<file path="config.mk">
export PLATFORM = sky130hd
export DESIGN_NAME = instr_encoder
export DESIGN_NICKNAME = d
export VERILOG_FILES = /design/src/rtl/instr_encoder.sv
export SDC_FILE = /design/constraint.sdc
export NUM_CORES = 1
export LEC_CHECK = 0
export ABC_AREA = 1
export BUFFER_PORTS_ARGS = -buffer_cell sky130_fd_sc_hd__buf_2
export CAP_MARGIN = 20
export CORE_MARGIN = 2
export CORE_UTILIZATION = 25
export DETAILED_ROUTE_END_ITERATION = 16
export REMOVE_ABC_BUFFERS = 1
export SYNTH_ARGS = -nofsm -noshare
export SYNTH_HDL_FRONTEND = slang
export SYNTH_SLANG_ARGS = --single-unit
</file>
<file path="constraint.sdc">
create_clock -name clk -period 3.9 [get_ports clk]
set_input_delay 0.975 -clock clk [delete_from_list [all_inputs] [get_ports clk]]
set_output_delay 0.975 -clock clk [all_outputs]
set_load 0.02 [all_outputs]
</file>
<file path="src/rtl/instr_encoder.sv">
// rtl/instr_encoder.sv - MIPS-style instruction encoder writing a program into instruction memory
//
// Purpose: accepts instruction requests during a program session and writes
// their 32-bit encodings to consecutive instruction-memory words. Each write
// appears one cycle after its request is accepted.
//
// Ports:
//   clk, rst_n        clock (rising edge), asynchronous active-low reset
//   start, finish     one-cycle pulses that open / close a program session
//   in_valid/in_ready request handshake; in_ready is high only while running
//   in_class, in_func instruction class and R-type operation selector
//   in_rs/rt/rd       register fields
//   in_imm, in_target immediate/offset and jump target fields
//   imem_we/addr/wdata instruction-memory write port (registered)
//   count             instructions written in the current session
//   full, done, err   memory full; session-closed pulse; sticky illegal request
module instr_encoder #(
    parameter int ADDR_W = 6
) (
    input  logic              clk,
    input  logic              rst_n,
    input  logic              start,
    input  logic              finish,
    input  logic              in_valid,
    output logic              in_ready,
    input  logic [2:0]        in_class,
    input  logic [3:0]        in_func,
    input  logic [4:0]        in_rs,
    input  logic [4:0]        in_rt,
    input  logic [4:0]        in_rd,
    input  logic [15:0]       in_imm,
    input  logic [25:0]       in_target,
    output logic              imem_we,
    output logic [ADDR_W-1:0] imem_addr,
    output logic [31:0]       imem_wdata,
    output logic [ADDR_W:0]   count,
    output logic              full,
    output logic              done,
    output logic              err
);

    typedef enum logic [1:0] {
        IDLE = 2'd0,
        RUN  = 2'd1,
        FULL = 2'd2
    } state_t;

    state_t state;
    state_t state_next;

    logic [ADDR_W:0]   count_q;
    logic              err_q;
    logic              done_q;
    logic              we_q;
    logic [ADDR_W-1:0] addr_q;
    logic [31:0]       wdata_q;

    logic [31:0]       enc_word;
    logic              enc_legal;
    logic [5:0]        funct;
    logic              funct_ok;
    logic [4:0]        r_rs;
    logic [4:0]        r_rt;
    logic [4:0]        r_rd;

    logic              accept;
    logic              write_fire;
    logic [ADDR_W-1:0] ptr;
    logic              last_word;

    // The pointer never wraps: the session goes FULL on the write to the last
    // word, so the low bits of count always equal the next write address.
    assign ptr        = count_q[ADDR_W-1:0];
    assign last_word  = (ptr == {ADDR_W{1'b1}});
    assign accept     = in_valid && (state == RUN);
    // A start in the same cycle discards the accepted request.
    assign write_fire = accept && enc_legal && !start;

    // R-type function code lookup and field forcing.
    always_comb begin
        funct    = 6'h00;
        funct_ok = 1'b1;
        r_rs     = in_rs;
        r_rt     = in_rt;
        r_rd     = in_rd;
        case (in_func)
            4'd0:    funct = 6'h20;
            4'd1:    funct = 6'h22;
            4'd2:    funct = 6'h24;
            4'd3:    funct = 6'h25;
            4'd4:    funct = 6'h2A;
            4'd5:    begin funct = 6'h19; r_rd = 5'd0; end
            4'd6:    begin funct = 6'h1B; r_rd = 5'd0; end
            4'd7:    begin funct = 6'h10; r_rs = 5'd0; r_rt = 5'd0; end
            4'd8:    begin funct = 6'h12; r_rs = 5'd0; r_rt = 5'd0; end
            default: funct_ok = 1'b0;
        endcase
    end

    // Instruction word assembly per class.
    always_comb begin
        enc_word  = 32'h0000_0000;
        enc_legal = 1'b1;
        case (in_class)
            3'd0:    enc_word = {6'h23, in_rs, in_rt, in_imm};
            3'd1:    enc_word = {6'h2B, in_rs, in_rt, in_imm};
            3'd2:    enc_word = {6'h04, in_rs, in_rt, in_imm};
            3'd3:    enc_word = {6'h08, in_rs, in_rt, in_imm};
            3'd4:    enc_word = {6'h02, in_target};
            3'd5:    enc_word = {6'h03, in_target};
            3'd6: begin
                enc_word  = {6'h00, r_rs, r_rt, r_rd, 5'b00000, funct};
                enc_legal = funct_ok;
            end
            default: enc_word = {6'h00, in_rs, 15'b0, 6'h08};
        endcase
    end

    always_ff @(posedge clk or negedge rst_n) begin
        if (!rst_n) begin
            state <= IDLE;
        end else begin
            state <= state_next;
        end
    end

    // start beats finish; finish beats the move to FULL so a final write that
    // fills memory together with finish still closes the session.
    always_comb begin
        state_next = state;
        case (state)
            IDLE: begin
                if (start) state_next = RUN;
            end
            RUN: begin
                if (start)                                state_next = RUN;
                else if (finish)                          state_next = IDLE;
                else if (accept && enc_legal && last_word) state_next = FULL;
            end
            FULL: begin
                if (start)       state_next = RUN;
                else if (finish) state_next = IDLE;
            end
            default: state_next = IDLE;
        endcase
    end

    always_ff @(posedge clk or negedge rst_n) begin
        if (!rst_n) begin
            count_q <= '0;
            err_q   <= 1'b0;
            done_q  <= 1'b0;
            we_q    <= 1'b0;
            addr_q  <= '0;
            wdata_q <= 32'h0000_0000;
        end else if (start) begin
            count_q <= '0;
            err_q   <= 1'b0;
            done_q  <= 1'b0;
            we_q    <= 1'b0;
        end else begin
            done_q <= finish && (state != IDLE);
            we_q   <= write_fire;
            if (write_fire) begin
                addr_q  <= ptr;
                wdata_q <= enc_word;
                count_q <= count_q + {{ADDR_W{1'b0}}, 1'b1};
            end
            if (accept && !enc_legal) begin
                err_q <= 1'b1;
            end
        end
    end

    assign in_ready   = (state == RUN);
    assign full       = (state == FULL);
    assign imem_we    = we_q;
    assign imem_addr  = addr_q;
    assign imem_wdata = wdata_q;
    assign count      = count_q;
    assign done       = done_q;
    assign err        = err_q;

endmodule

</file>
==> flow_summary.ini, run 1 <==
[routing]
vias_per_cell = 4.31
drt-total-wl_um = 7740
wire_per_inst_um = 12.2
vias = 2721
drt_first_pass_iters = 4
post-route-drc-count = 0
ant_nets = 0
initialDrtViolationCount = 127

[cells_and_area]
num_antenna_cells = 0
layout.nets = 565
drive_above_1_share = 0.268
area_growth_pct = 30.8
final_core_util = 0.338

[sta]
fin_tns_setup_ns = 0
period_needed_ns = 2.51
worst_pin_slew_ns = 0.993
timing.fmax_ghz = 0.399
hold_viol = 0
finalSetupViolations = 0
fin_crit_sh = 0.643
finalWorstSetupSlack_ns = 1.39
slew_viol_final = 0
timing.slew.headroom = 0.337
rsz0062_at_grt = false
skew_ns = 0.00678

[cts]
cts_hold_buf = 0
cts_buffer_depth = 2
clk_root_buffer_cell = clkbuf_8
postCtsSetupBuffers = 0
htreeDepth = 2
insertion_delay_ns = 0.30
cts_resized = 0
numCtsBuffers = 5
clk_pin_slew_worst_paths_ns = 0.09
cts_tree = built
clock-sinks = 49

[setup_path]
startpoint = in_func[1]
reg2reg_from = state[1]$_DFFE_PN0P_
cp.required_ns = 4.14
crit_slowest_cell = inv_1
path_cells = buf_2, nor2_1, nand2_1, nand3_2, nand3_2, inv_1, o21ai_0, nand2_1
cp.arrival_ns = 2.75
path_class = input port to flop
worstSetupStartpointType = input port
r2r_cells = 7
worstPathMaxFanout = 31
crit_path_end_kind = flop
cp_slowest_stage_delay_ns = 0.74

[run_status]
status = finished clean

[placement]
pre_cts_slack_ns = 1.06
place_congestion = 0.841
place_hpwl_um = 5750
io_buffer_count = 117

[job]
timing.max_cap.violations = 0

[floorplanning]
fp.coreArea_sq_um = 10400
initial_core_util = 0.258
fp-row-count = 37
die_y_um = 108
io_pins = 119
die_x_um = 108
die-area_sq_um = 11600

[power]
power_density_nw_per_um2 = 437
ir_worst_vdd_v = 0.000172
p_leak_nw = 2.06

[global_routing]
grt_pass1_wl_um = 12400
grt_pass1_vias = 2495
grt_overflow = 0
antenna_found_initial = 0
grt_max_degree = 49
track_usage = 0.134

[logic_synthesis]
yosysUniqueCellTypes = 24
netlist_area_sq_um = 2680
synth-seq-cells = 49
yosysSeqAreaShare = 0.458
synth.avg_cell_area_sq_um = 6.99
syn_inst = 383
yosys_warnings = 0

[hold_path]
worst_hold_path_type = flop to flop
hold_depth = 2
min-delay-start = imem_wdata[31]$_DFFE_PN0P_
==> report_power, final <==
group          internal (mW)  total, mW  switching, mW
Combinational          0.152      0.441          0.289
Clock                  0.258      0.442          0.184
Sequential             0.596      0.647         0.0510
Total                   1.01       1.53          0.524
==> cell usage after synthesis <==
master	count	area [sq um]
o211ai_1	1	7.51
buf_6	2	22.5
conb_1	1	3.75
a21boi_0	1	7.51
a31oi_1	1	6.26
inv_2	1	3.75
xor2_1	1	8.76
buf_1	1	3.75
a22o_1	6	52.6
nand3_1	19	95.1
inv_1	27	101
ha_1	1	12.5
o21ai_0	17	85.1
o22ai_1	1	6.26
nand3_2	2	20.0
dfrtp_1	49	1230
nor2_4	1	11.3
nor2_1	27	101
o21bai_1	6	45.0
buf_4	3	22.5
buf_2	9	45.0
nand4_1	4	25.0
nand2_1	196	736
a21oi_1	6	30.0
==> metrics by stage <==
step           total power, mW  hold WS, ns  cell area, sq um  std cells
3_3_place_gp              1.10        0.458              3370        624
2_1_floorplan            0.910        0.555              2580        368
5_1_grt                   1.63        0.502              3500        632
4_1_cts                   1.56        0.487              3500        632
3_5_place_dp              1.10        0.461              3370        624
6_report                  1.53        0.482              3500        632
==> worst max-delay path, delay by kind of cell <==
family | cells | cell delay (ns)
simple gates | 5 | 0.70
buf+inv | 2 | 0.86
compound gates | 1 | 0.20
==> worst paths after layout <==
kind / endpoint / slack (ns)
setup / recovery: imem_wdata[3]$_DFFE_PN0P_ / 1.39
hold reg to reg: imem_wdata[31]$_DFFE_PN0P_ / 0.48
hold / removal: imem_wdata[31]$_DFFE_PN0P_ / 0.48
setup reg to reg: imem_wdata[3]$_DFFE_PN0P_ / 1.73
max in group asynchronous: imem_wdata[17]$_DFFE_PN0P_ / 2.48
min in group asynchronous: state[0]$_DFFE_PN0P_ / 0.65
==> layout by cell type, fill, tap and decap left out <==
cell type,synthesis,final
a21boi_0,1,1
a21oi_1,6,6
a22o_1,6,6
a31oi_1,1,1
buf_2,9,117
buf_4,3,3
bufinv_16,0,2
clkbuf_8,0,5
conb_1,1,1
dfrtp_1,49,49
ha_1,1,1
inv_1,27,27
inv_2,1,1
inv_6,0,1
nand2_1,196,196
nand3_1,19,19
nand3_2,2,2
nand4_1,4,4
nor2_1,27,26
nor2_2,0,1
nor2_4,1,1
o211ai_1,1,1
o21ai_0,17,17
o21bai_1,6,6
o22ai_1,1,1
xor2_1,1,1
==> flip-flops by register name, summed over array words and instances, names as in the netlist <==
| name | flops |
|---|---|
| imem_we | 1 |
| imem_addr | 6 |
| count | 7 |
| done | 1 |
| imem_wdata | 31 |
| state | 2 |
| err | 1 |
==> metal layers <==
metal / global-route usage / routed length, um / share of wire / vias up
li1: - / - / - / 1411
met1: 0.173 / 3460 / 0.45 / 1208
met2: 0.235 / 3750 / 0.48 / 100
met3: 0.0266 / 507 / 0.066 / 2
met4: 0.0220 / 24 / 0.0031 / 0
met5: 0 / 0 / 0 / -
==> layout make-up <==
| class | instances | area, sq um |
|---|---|---|
| clock buffer | 5 | 68.8 |
| clock inverter | 3 | 68.8 |
| fill | 1184 | 6870 |
| inverter | 28 | 105 |
| multi-input combinational | 291 | 1260 |
| sequential | 49 | 1230 |
| tap | 136 | 170 |
| timing repair buffer | 120 | 608 |
==> kinds of logic after synthesis <==
| group | after synthesis | synth area share |
|---|---|---|
| buffers and inverters | 43 | 0.0743 |
| other | 1 | 0.00140 |
| XOR/XNOR | 1 | 0.00327 |
| flip-flops | 49 | 0.458 |
| AND/OR/NAND/NOR | 249 | 0.369 |
| adder cells (fa/ha/maj) | 1 | 0.00467 |
| AO/OA/AOI/OAI | 39 | 0.0897 |
Power figures use the tool's default switching activity.
==> inputs of run 2 (changes only) <==
==> constraint.sdc (replaced) <==
create_clock -name clk -period 2.1 [get_ports clk]
set_input_delay 0.525 -clock clk [delete_from_list [all_inputs] [get_ports clk]]
set_output_delay 0.525 -clock clk [all_outputs]
set_load 0.02 [all_outputs]
==> run 2 against run 1 <==
- die area stayed put
- clock power up 32%
- core utilization is 0.16 points higher
- combinational power rose by 89%
- largest cell class unchanged
- largest power group unchanged
==> flow_summary.ini, run 2 (synthesized netlist as in run 1, its figures left out) <==
[run_status]
status = finished clean

[setup_path]
worstSetupStartpointType = flop
worstPathMaxFanout = 22
path_class = flop to flop
reg2reg_from = state[1]$_DFFE_PN0P_
cp.arrival_ns = 1.89
startpoint = state[1]$_DFFE_PN0P_
crit_path_end_kind = flop
cp.required_ns = 2.34

[sta]
skew_ns = 0.00354
rsz0062_at_grt = false
slew_viol_final = 0
fin_tns_setup_ns = 0
timing.fmax_ghz = 0.607
finalSetupViolations = 0
fin_crit_sh = 0.785
period_needed_ns = 1.65
hold_viol = 0

[cts]
numCtsBuffers = 5
postCtsSetupBuffers = 0
cts_hold_buf = 0
htreeDepth = 2
cts_buffer_depth = 2
cts_tree = built
clk_root_buffer_cell = clkbuf_8
clock-sinks = 49
clk_pin_slew_worst_paths_ns = 0.09
cts_resized = 0
insertion_delay_ns = 0.30

[routing]
ant_nets = 0
drt-total-wl_um = 7670
initialDrtViolationCount = 140
post-route-drc-count = 0
vias = 2771
wire_per_inst_um = 12.0
drt_first_pass_iters = 4
vias_per_cell = 4.34

[floorplanning]
initial_core_util = 0.258
die_y_um = 108
fp-row-count = 37
die_x_um = 108
die-area_sq_um = 11600
fp.coreArea_sq_um = 10400
io_pins = 119

[cells_and_area]
finalNonFillerCells = 638
largest_reg_flops = 31
fillers = 1142
num_antenna_cells = 0
final_core_util = 0.339
layout.nets = 571
most-common-layout-cells = 196 x nand2_1, 117 x buf_2, 49 x dfrtp_1
area_growth_pct = 31.4
final_area_sq_um = 3520
drive_above_1_share = 0.277
final_common_cell = nand2_1

[hold_path]
worst_hold_path_type = input port to async pin

[power]
ir_worst_vdd_v = 0.000311
p_leak_nw = 2.08
power_density_nw_per_um2 = 744

[global_routing]
antenna_found_initial = 0
grt_overflow = 0
grt_max_degree = 32
grt_pass1_wl_um = 12400
track_usage = 0.134
grt_pass1_vias = 2634

[placement]
placed_area_sq_um = 3420
place_congestion = 0.831
io_buffer_count = 117
place_hpwl_um = 5900
dp_cells = 630

[job]
timing.max_cap.violations = 0
## run 2: changes by cell type in the layout (fill, tap and decap cells not counted)
cell / before / now
buf_12: 0 / 1
buf_4: 3 / 8
bufinv_16: 2 / 0
clkbuf_8: 5 / 6
clkinv_2: 0 / 1
clkinv_4: 0 / 1
inv_6: 1 / 0
## run 2: routing by layer
metal	share of wire	global-route usage	routed length, um	vias up
met3	0.073	0.0315	557	6
met4	0.0098	0.0284	75	0
li1	-	-	-	1424
met5	0	0	0	-
met2	0.46	0.217	3500	99
met1	0.46	0.181	3530	1242
## run 2: through the flow
| stage | total power, mW | setup slack, ns | hold WS (ns) |
|---|---|---|---|
| 4_1_cts | 2.67 | 0.469 | 0.181 |
| 6_report | 2.62 | 0.453 | 0.173 |
| 5_1_grt | 2.81 | 0.267 | 0.185 |
| 3_5_place_dp | 2.07 | 0.271 | 0.461 |
| 3_3_place_gp | 2.05 | 0.302 | 0.457 |
| 2_1_floorplan | 1.69 | -0.305 | 0.229 |
## run 2: report_power, final
part	total (mW)	leakage, nW	switching (mW)	internal (mW)
Clock	0.582	0.0512	0.314	0.268
Combinational	0.833	1.39	0.540	0.293
Sequential	1.20	0.641	0.0958	1.11
Total	2.62	2.08	0.950	1.67
## run 2: worst paths after layout
| check | to | slack [ns] | depth (start not counted) |
|---|---|---|---|
| setup / recovery | imem_wdata[24]$_DFFE_PN0P_ | 0.45 | 8 |
| hold / removal | done$_DFF_PN0_ | 0.17 | 1 |
| setup reg to reg | imem_wdata[24]$_DFFE_PN0P_ | 0.45 | 8 |
| hold reg to reg | imem_addr[0]$_DFFE_PN0P_ | 0.48 | 2 |
| max in group asynchronous | imem_wdata[4]$_DFFE_PN0P_ | 1.39 | 2 |
| min in group clk | err$_DFFE_PN0P_ | 0.42 | 2 |
## run 2: worst max-delay path, stage by stage, from the launching register on
cell     delay (ns)
dfrtp_1        0.41
inv_1          0.10
nand2_1        0.07
nor2_1         0.35
nand3_2        0.14
inv_1          0.09
buf_4          0.27
nand2_1        0.09
nand2_1        0.06
## run 2: area by class of cell
cell class / count / area (sq um) / share of cell area
multi-input cells: 291 / 1260 / 0.357
flip-flops and latches: 49 / 1230 / 0.348
repair buffers: 126 / 666 / 0.189
well taps: 136 / 170 / 0.0483
inverters: 28 / 105 / 0.0299
clock buffers: 6 / 82.6 / 0.0235
clock inverters: 2 / 13.8 / 0.00391
